**config.mk**
```make
export PLATFORM = sky130hd
export DESIGN_NAME = sd_host_arbiter
export DESIGN_NICKNAME = d
export VERILOG_FILES = /design/src/rtl/sd_pkg.sv /design/src/rtl/sd_host_arbiter_rr_pick.sv /design/src/rtl/sd_host_arbiter.sv
export SDC_FILE = /design/constraint.sdc
export NUM_CORES = 1
export LEC_CHECK = 0
export CAP_MARGIN = 0
export CORE_ASPECT_RATIO = 1.25
export CORE_MARGIN = 10
export CORE_UTILIZATION = 34
export CTS_CLUSTER_DIAMETER = 80
export DETAILED_ROUTE_END_ITERATION = 10
export PLACE_DENSITY = 0.78
export SETUP_SLACK_MARGIN = 0.1
export SLEW_MARGIN = 20
export SYNTH_ARGS = -nofsm -noshare
export SYNTH_HDL_FRONTEND = slang
export SYNTH_SLANG_ARGS = --single-unit
export TNS_END_PERCENT = 1
```
**constraint.sdc**
```tcl
create_clock -name clk -period 1.4 [get_ports clk]
set_input_delay 0.28 -clock clk [delete_from_list [all_inputs] [get_ports clk]]
set_output_delay 0.28 -clock clk [all_outputs]
set_load 0.005 [all_outputs]
```
**src/rtl/sd_pkg.sv**
```systemverilog
// Shared types and widths for the SD host arbiter slice.
// Holds the arbiter state encoding and the LBA, buffer address and buffer data widths.
// No logic lives here; the arbiter and its helpers import it.
package sd_pkg;

  localparam int LBA_W      = 32;
  localparam int BUF_ADDR_W = 9;
  localparam int BUF_DAT_W  = 8;

  typedef enum logic [2:0] {
    WAIT_LOW = 3'd0,
    IDLE     = 3'd1,
    REQ      = 3'd2,
    XFER     = 3'd3,
    GAP      = 3'd4
  } state_e;

endpackage

```
**src/rtl/sd_host_arbiter_rr_pick.sv**
```systemverilog
// Round-robin first-set finder: returns the first set bit of pend_i searching
// upward from ptr_i and wrapping modulo N. Purely combinational (0 cycles), no backpressure.
// Ports: pend_i (pending vector), ptr_i (search start), idx_o (winner), found_o (any pending).
module rr_pick #(
  parameter int N = 2,
  parameter int W = 1
) (
  input  logic [N-1:0] pend_i,
  input  logic [W-1:0] ptr_i,
  output logic [W-1:0] idx_o,
  output logic         found_o
);

  // Offset k is the distance from the pointer; the first k that lands on a
  // pending slot wins. Both loops unroll to constant compares.
  always_comb begin
    idx_o   = '0;
    found_o = 1'b0;
    for (int k = 0; k < N; k++) begin
      for (int i = 0; i < N; i++) begin
        if (!found_o && pend_i[i] && (((int'(ptr_i) + k) % N) == i)) begin
          found_o = 1'b1;
          idx_o   = W'(i);
        end
      end
    end
  end

endmodule

```
**src/rtl/sd_host_arbiter.sv**
```systemverilog
// Shares one SD block-transfer host port among NUM_REQ requesters, round-robin, one block per grant.
// Latency: strobe asserted 1 clk after a request is seen in IDLE; ack/buffer routing is combinational.
// Backpressure: grant held until the host ack completes a full rise/fall; other requesters wait pending.
// Ports: clk/reset; sd_* host side (lba, rd, wr, ack, buffer addr/data/strobe);
//        req_* per-requester side (lba, rd, wr, ack, buffer strobe/data); gnt_valid/gnt_idx status.
module sd_host_arbiter
  import sd_pkg::*;
#(
  parameter int NUM_REQ = 2,
  parameter int GNT_W   = 1
) (
  input  logic                       clk,
  input  logic                       reset,
  output logic [LBA_W-1:0]           sd_lba,
  output logic                       sd_rd,
  output logic                       sd_wr,
  input  logic                       sd_ack,
  input  logic [BUF_ADDR_W-1:0]      sd_buff_addr,
  input  logic [BUF_DAT_W-1:0]       sd_buff_dout,
  input  logic                       sd_buff_wr,
  output logic [BUF_DAT_W-1:0]       sd_buff_din,
  input  logic [NUM_REQ*LBA_W-1:0]   req_lba,
  input  logic [NUM_REQ-1:0]         req_rd,
  input  logic [NUM_REQ-1:0]         req_wr,
  output logic [NUM_REQ-1:0]         req_ack,
  output logic [NUM_REQ-1:0]         req_buff_wr,
  input  logic [NUM_REQ*BUF_DAT_W-1:0] req_buff_din,
  output logic                       gnt_valid,
  output logic [GNT_W-1:0]           gnt_idx
);

  state_e             state_q, state_d;
  logic               sd_rd_q, sd_rd_d;
  logic               sd_wr_q, sd_wr_d;
  logic [LBA_W-1:0]   sd_lba_q, sd_lba_d;
  logic               gnt_valid_q, gnt_valid_d;
  logic [GNT_W-1:0]   gnt_idx_q, gnt_idx_d;
  logic [GNT_W-1:0]   rr_ptr_q, rr_ptr_d;

  // ack_s1/ack_s2 synchronise the host ack; ack_s3 is the previous synced
  // value for edge detection. They reset to 1 so WAIT_LOW only leaves once a
  // genuine low has propagated, absorbing a transfer that outlived reset.
  logic ack_s1_q, ack_s2_q, ack_s3_q;
  logic ack_sync, ack_rise, ack_fall;

  logic [NUM_REQ-1:0] pend;
  logic [GNT_W-1:0]   pick_idx;
  logic               pick_found;
  logic [LBA_W-1:0]   lba_sel;

  // The host buffer address and read data reach the requesters by direct
  // wiring at the level above; the arbiter never needs to inspect them.
  logic unused_buf;
  assign unused_buf = ^{sd_buff_addr, sd_buff_dout};

  assign ack_sync = ack_s2_q;
  assign ack_rise = ack_s2_q & ~ack_s3_q;
  assign ack_fall = ~ack_s2_q & ack_s3_q;

  assign pend = req_rd | req_wr;

  rr_pick #(
    .N (NUM_REQ),
    .W (GNT_W)
  ) u_rr_pick (
    .pend_i  (pend),
    .ptr_i   (rr_ptr_q),
    .idx_o   (pick_idx),
    .found_o (pick_found)
  );

  always_comb begin
    lba_sel = '0;
    for (int i = 0; i < NUM_REQ; i++) begin
      if (pick_idx == GNT_W'(i)) begin
        lba_sel = req_lba[i*LBA_W +: LBA_W];
      end
    end
  end

  always_ff @(posedge clk or posedge reset) begin
    if (reset) begin
      state_q     <= WAIT_LOW;
      sd_rd_q     <= 1'b0;
      sd_wr_q     <= 1'b0;
      sd_lba_q    <= '0;
      gnt_valid_q <= 1'b0;
      gnt_idx_q   <= '0;
      rr_ptr_q    <= '0;
      ack_s1_q    <= 1'b1;
      ack_s2_q    <= 1'b1;
      ack_s3_q    <= 1'b1;
    end else begin
      state_q     <= state_d;
      sd_rd_q     <= sd_rd_d;
      sd_wr_q     <= sd_wr_d;
      sd_lba_q    <= sd_lba_d;
      gnt_valid_q <= gnt_valid_d;
      gnt_idx_q   <= gnt_idx_d;
      rr_ptr_q    <= rr_ptr_d;
      ack_s1_q    <= sd_ack;
      ack_s2_q    <= ack_s1_q;
      ack_s3_q    <= ack_s2_q;
    end
  end

  always_comb begin
    state_d     = state_q;
    sd_rd_d     = sd_rd_q;
    sd_wr_d     = sd_wr_q;
    sd_lba_d    = sd_lba_q;
    gnt_valid_d = gnt_valid_q;
    gnt_idx_d   = gnt_idx_q;
    rr_ptr_d    = rr_ptr_q;
    unique case (state_q)
      WAIT_LOW: begin
        if (!ack_sync) state_d = IDLE;
      end
      IDLE: begin
        // A host ack with nothing granted is not ours; wait it out.
        if (ack_sync) begin
          state_d = WAIT_LOW;
        end else if (pick_found) begin
          gnt_idx_d   = pick_idx;
          sd_lba_d    = lba_sel;
          gnt_valid_d = 1'b1;
          // Write wins over read; a leftover read competes next round.
          if (req_wr[pick_idx]) sd_wr_d = 1'b1;
          else                  sd_rd_d = 1'b1;
          state_d = REQ;
        end
      end
      REQ: begin
        if (ack_rise) begin
          sd_rd_d = 1'b0;
          sd_wr_d = 1'b0;
          state_d = XFER;
        end
      end
      XFER: begin
        if (ack_fall) begin
          gnt_valid_d = 1'b0;
          rr_ptr_d    = GNT_W'((int'(gnt_idx_q) + 1) % NUM_REQ);
          state_d     = GAP;
        end
      end
      GAP: begin
        state_d = IDLE;
      end
      default: begin
        state_d = WAIT_LOW;
      end
    endcase
  end

  // Only the granted slot sees the host ack, buffer strobe and drives write data.
  always_comb begin
    req_ack     = '0;
    req_buff_wr = '0;
    sd_buff_din = '0;
    for (int i = 0; i < NUM_REQ; i++) begin
      if (gnt_valid_q && (gnt_idx_q == GNT_W'(i))) begin
        req_ack[i]     = sd_ack;
        req_buff_wr[i] = sd_buff_wr & sd_ack;
        sd_buff_din    = req_buff_din[i*BUF_DAT_W +: BUF_DAT_W];
      end
    end
  end

  assign sd_lba    = sd_lba_q;
  assign sd_rd     = sd_rd_q;
  assign sd_wr     = sd_wr_q;
  assign gnt_valid = gnt_valid_q;
  assign gnt_idx   = gnt_idx_q;

endmodule

```
* Word level (Yosys, flattened, before mapping)
Cells that the tools add are included.
** Storage, ports and cells
- Register bits :: 43
- Bits in latches :: 0
- RAM bits :: 0
- Memory bits (read-only) :: 0
- Input port bits :: 105
- Output and inout bits :: 48
- Logic and storage cells :: 92
- Memories :: 0
** Cells by class
- Add/sub/neg operators :: 2
- $mul :: 0
- Div/mod/pow operators :: 0
- Magnitude comparators :: 1
- Eq/ne operators :: 13
- Shift-type cells :: 0
- Muxes and demuxes :: 35
- Bitwise logic cells :: 8
- Reductions and logical operators :: 23
** Operator list (count)
- 32-bit logical NOT :: 2
- 32-bit two-way mux :: 1
- 1-bit two-way mux :: 23
- 8-bit two-way mux :: 2
- 3-bit two-way mux :: 5
- 3-bit one-hot mux with 5 select lines :: 1
- 2-bit != test (second input constant) :: 7
- 5-bit AND reduction :: 2
- 1-bit logical AND :: 9
- 4-bit AND reduction :: 2
- 3-bit by 2-bit equality test with 1-bit output (second input constant) :: 2
- 1-bit one-hot mux with 2 select lines :: 3
- 2-bit nonzero test :: 2
- 1-bit AND :: 3
- 3-bit by 1-bit equality test with 1-bit output (second input constant) :: 1
- 3-bit equality test (second input constant) :: 1
- 1-bit logical NOT :: 3
- 3-bit logical NOT :: 1
- 3-bit != test (second input constant) :: 1
- 1-bit NOT :: 3
- 3-bit AND reduction :: 1
- 1-bit adder (second input constant) :: 2
- 2-bit equality test (second input constant) :: 1
- 1-bit by 2-bit < comparator with 1-bit output (second input constant) :: 1
- 3 further kinds :: 3

* Longest topological paths before layout
- Depth in word-level cells :: 21
- Gate-level depth with buffers :: 6
- Depth with buffers taken out :: 3

* Hierarchy
Synthesis repeated with hierarchy kept, for this count alone.
** Unflattened totals
- Cells, all modules :: 171
- Area, all modules :: 2264.7 sq um
** By module, submodules not included
- sd_host_arbiter :: times used 1, cells an instance 168, area each 2247.2 sq um, sequential area each 1079.8 sq um
- rr_pick :: times used 1, cells an instance 3, area each 17.5 sq um, sequential area each 0.0 sq um

* Worst setup path before layout
OpenSTA, ideal clock, no wires.
- Path type :: input port to flip-flop
- Start :: input port req_rd[1]
- End :: register gnt_idx_q, in the netlist gnt_idx
- Setup time :: 0.125 ns
- Arrival :: 1.525 ns
- Required time :: 1.275 ns
- Slack :: -0.250 ns
- Cell stages on the path :: 5
- Buffers on the path :: 2
- Cell sequence :: or4_1 > buf_2 > and3_4 > buf_6 > mux2_4
** On the way
- Word-level cells in the longest chain between the ends :: 13
- Elaborated cells on any way between the ends :: 16
- Those cells by class :: mux (6); bitwise (1); reduce/logical (9)
** Ends and longest elaborated chain
- from (decl) :: line sd_host_arbiter.sv:23 : input logic [NUM_REQ-1:0] req_rd,
- 2-bit bitwise OR * :: line sd_host_arbiter.sv:60 : assign pend = req_rd | req_wr;
- 1-bit logical AND (2 in a row) :: line sd_host_arbiter_rr_pick.sv:21 : if (!found_o && pend_i[i] && (((int'(ptr_i) + k) % N) == i)) begin
- 1-bit two-way mux :: line sd_host_arbiter_rr_pick.sv:21
- 1-bit logical NOT :: line sd_host_arbiter_rr_pick.sv:21
- 1-bit logical AND (2 in a row) :: line sd_host_arbiter_rr_pick.sv:21
- 1-bit two-way mux :: line sd_host_arbiter_rr_pick.sv:21
- 1-bit logical NOT :: line sd_host_arbiter_rr_pick.sv:21
- 1-bit logical AND (2 in a row) :: line sd_host_arbiter_rr_pick.sv:21
- 1-bit two-way mux :: line sd_host_arbiter_rr_pick.sv:21
- 3-bit AND reduction (no source line)
- to (signal assigned) :: line sd_host_arbiter.sv:99 : gnt_idx_q <= gnt_idx_d;
- to (decl) :: line sd_host_arbiter.sv:37 : logic [GNT_W-1:0] gnt_idx_q, gnt_idx_d;
Mark *: on every way between the ends. The rest lies on a longest branch, timed or not.
A chain may end at the register's enable or synchronous reset.

* Final worst setup path
- Start :: register gnt_idx_q, in the netlist gnt_idx
- End :: output port sd_buff_din[0]
** On the way
- Word-level cells in the longest chain between the ends :: 4
- Elaborated cells on any way between the ends :: 5
- Those cells by class :: mux (2); bitwise (1); reduce/logical (2)
** Ends and longest elaborated chain
- 1-bit NOT :: line sd_host_arbiter.sv:162 : if (gnt_valid_q && (gnt_idx_q == GNT_W'(i))) begin
- 1-bit logical AND :: line sd_host_arbiter.sv:162
- 8-bit two-way mux :: line sd_host_arbiter.sv:162
- 8-bit two-way mux * :: line sd_host_arbiter.sv:162
- to (decl) :: line sd_host_arbiter.sv:21 : output logic [BUF_DAT_W-1:0] sd_buff_din,
Marks and branches as above.

==> out/metrics.yaml <==
yosys:
  syn_nets: 364
  ys_ff_latch: 43
  yosysUniqueCellTypes: 37
  synth_top_area_share: 0.4092
  syn_inst: 259
  synth_area_um2: 2446
  synth_top_area_cell: "dfrtp_1"
  yosys-top-cells-area: "dfrtp_1 (41%), a31oi_1 (16%), nand3b_1 (10%)"
  syn_area_per_cell_um2: 9.444
  seq_area_frac_synth: 0.4414
  ys_warn_count: 0
placement:
  port_buffers: 135
  dp_hpwl_um: 6911
  finalWeightedCongestion: 0.7738
  place_area_um2: 4024
  numPlacedInstances: 475
setup_path:
  cp-start-kind: "register"
  worst-path-max-fanout: 8
  critPathMaxStageDelay_ns: 0.41
  critPathTopFamily: "flip-flops"
  crit_type: "register to output pin"
  crit_chain: "buf_12 -> buf_12 -> mux2i_1 -> nor2b_1 -> buf_2"
  cp_data_arrival_time_ns: 1.32
  crit_buf_inv: 3
  slowest_stage: "dfrtp_1"
  end_kind: "output pin"
  crit_path_frequent_cell: "buf_12"
  worstPathRequired_ns: 1.12
  r2r_setup_slack_ns: -0.04
cells_and_area:
  finalNetCount: 499
  fill_cells: 647
  ff_latch_area_um2: 1081
  area_delta_synth_final_pct: 67.93
  final_cells: 484
  multi_input_area_um2: 1235
  fin_area_um2: 4108
  num_antenna_cells: 0
  utilization: 0.5888
  layout-drive-gt1-share: 0.1548
routing:
  dr.first_iter.drc_count: 127
  vias: 2642
  wl_um: 9075
  top_layer: "met4"
  drt_pass1_iterations: 4
  met1Wirelength_um: 3253
  ant_nets: 0
  wl_met3_um: 716
  drcViolationCount: 0
  wl_met2_um: 4938
  via_per_inst: 5.459
  wl_per_cell_um: 18.75
die:
  start_util: 0.3506
  die_area_um2: 11010
  die_h_um: 114.8
  core_um2: 6977
  die_w_um: 95.87
  rows: 34
  ios: 153
clock_network:
  ctsHoldBuffers: 0
  cts_sinks: 43
  cts-root-buf: "clkbuf_8"
  htree_levels: 2
  clk_pin_slew_ns: 0.08
  clk_path_buf_depth: 2
  worstSkewPairLatency_ns: 0.29
  cts_tree: "done"
  cts_buffers: 5
power:
  powerDensity_nw_per_um2: 1643
  vdd_drop_max_uv: 656.5
  power_leakage_nw: 1.619
  total_power_mw: 6.748
sta:
  slew_viol_final: 0
  tightest_slew_ns: 0.2672
  hold_viol: 0
  fmax_mhz: 626.7
  finalSetupViolCount: 19
  finClkSkew_ns: 0.007288
  rsz0062_at_grt: "yes"
  relSlewSlack: 0.8219
  setup_ws_ns: -0.1956
  min_period_ns: 1.596
  period_share: 1.140
global_routing:
  antenna_found_initial: 0
  grt_max_degree: 44
  grt_util_all_layers: 0.1599
  grt_pass1_vias: 2780
  grt_first_pass_wirelength_um: 14080
  overflow: 0
job:
  cap_violations: 0
status:
  outcome: "finished, violations left"
  violations: "setup timing"
worst_hold_path:
  hold_path_class: "input pin to register"
-- registers in the layout, indices dropped and copies added (netlist names) --
signal and flops:
ack_s1_q 1, ack_s2_q 1, ack_s3_q 1, gnt_idx 1
gnt_valid 1, rr_ptr_q 1, sd_lba 32, sd_rd 1
sd_wr 1, state_q 3
-- metal layers --
| layer | track usage | vias up |
|---|---|---|
| met5 | 0 | - |
| met4 | 0.04433 | 0 |
| met3 | 0.06001 | 10 |
| met2 | 0.2887 | 96 |
| met1 | 0.1679 | 1278 |
| li1 | - | 1258 |
-- cell usage after synthesis, drive strengths merged --
| master | instances |
|---|---|
| o2bb2ai | 1 |
| o22a | 1 |
| o221ai | 1 |
| or4 | 1 |
| and3 | 2 |
| and4 | 1 |
| and4b | 1 |
| nor2 | 4 |
| a31oi | 64 |
| clkbuf | 26 |
| mux2i | 8 |
| nor3 | 1 |
| inv | 5 |
| mux2 | 1 |
| nor3b | 2 |
| o21ai | 33 |
| a22oi | 1 |
| clkinv | 1 |
| nand3b | 33 |
| a211oi | 2 |
| o21ba | 1 |
| buf | 5 |
| dfrtp | 40 |
| o21bai | 2 |
| a21oi | 1 |
| and3b | 1 |
| o31ai | 1 |
| a31o | 1 |
| a21boi | 1 |
| o211ai | 1 |
| or4b | 1 |
| dfstp | 3 |
| nand2b | 3 |
| nor2b | 9 |
-- final cells by class --
class / count / area share
Clock buffer: 5 / 0.01675
Clock inverter: 2 / 0.009138
Inverter: 6 / 0.005483
Multi-Input combinational cell: 179 / 0.3006
Sequential cell: 43 / 0.2632
Tap cell: 90 / 0.02741
Timing Repair Buffer: 159 / 0.3774
-- power by group --
group	internal (mW)	switching, mW	leakage, nW
Sequential	1.83	0.361	0.484
Combinational	1.95	1.68	1.09
Clock	0.521	0.411	0.0502
Total	4.30	2.45	1.62
-- cell usage in the layout (no fill, tap or decap), types with 2 or more instances in the layout --
master | netlist | routed
mux2i_1 | 8 | 7
nand2b_1 | 3 | 3
dlygate4sd2_1 | 0 | 40
inv_1 | 5 | 4
buf_12 | 0 | 10
buf_2 | 1 | 12
dfstp_2 | 3 | 3
nor2b_1 | 9 | 9
clkdlybuf4s50_1 | 0 | 82
nand3b_1 | 33 | 33
buf_4 | 0 | 13
o21ai_0 | 33 | 33
a211oi_1 | 2 | 2
nor2_1 | 4 | 3
a31oi_1 | 64 | 64
clkbuf_8 | 0 | 5
dfrtp_1 | 40 | 39
-- kinds of logic (layout without fill, tap and decap cells) --
logic type | after synthesis | count (layout) | synth area share
AO/OA/AOI/OAI | 111 | 111 | 0.2762
AND/OR/NAND/NOR | 59 | 59 | 0.1739
flip-flops | 43 | 43 | 0.4414
buffers and inverters | 37 | 172 | 0.06956
multiplexers | 9 | 9 | 0.03887
-- path summary, 6_finish.rpt --
path / start / endpoint / cells past startpoint
min reg2reg: ack_s1_q / ack_s2_q / 0
min in group asynchronous: reset / sd_lba[7] / 3
max in group asynchronous: reset / ack_s2_q / 3
max: gnt_idx / sd_buff_din[0] / 5
max reg2reg: state_q[2] / gnt_idx / 3
min: sd_ack / ack_s1_q / 1
-- timing repair --
action / 4_1_cts / 5_1_grt
endpoints found under the setup margin: 86 / 53
pin swaps: 4 / 3
gates resized for setup: 104 / 1
gates cloned: 0 / 0
setup buffers: 2 / 0
-- metrics by stage --
stage	TNS, ns	hold WS, ns	setup WS (ns)
after CTS	-1.864	0.2699	-0.2125
after global placement	-22.46	0.3467	-0.5125
after global routing	-5.222	0.2805	-0.3230
final	-1.618	0.2785	-0.1956
after detailed placement	-24.40	0.3485	-0.5629
after floorplan	-5.221	0.2845	-0.2346
No activity file was read; power rests on OpenSTA's default activity.
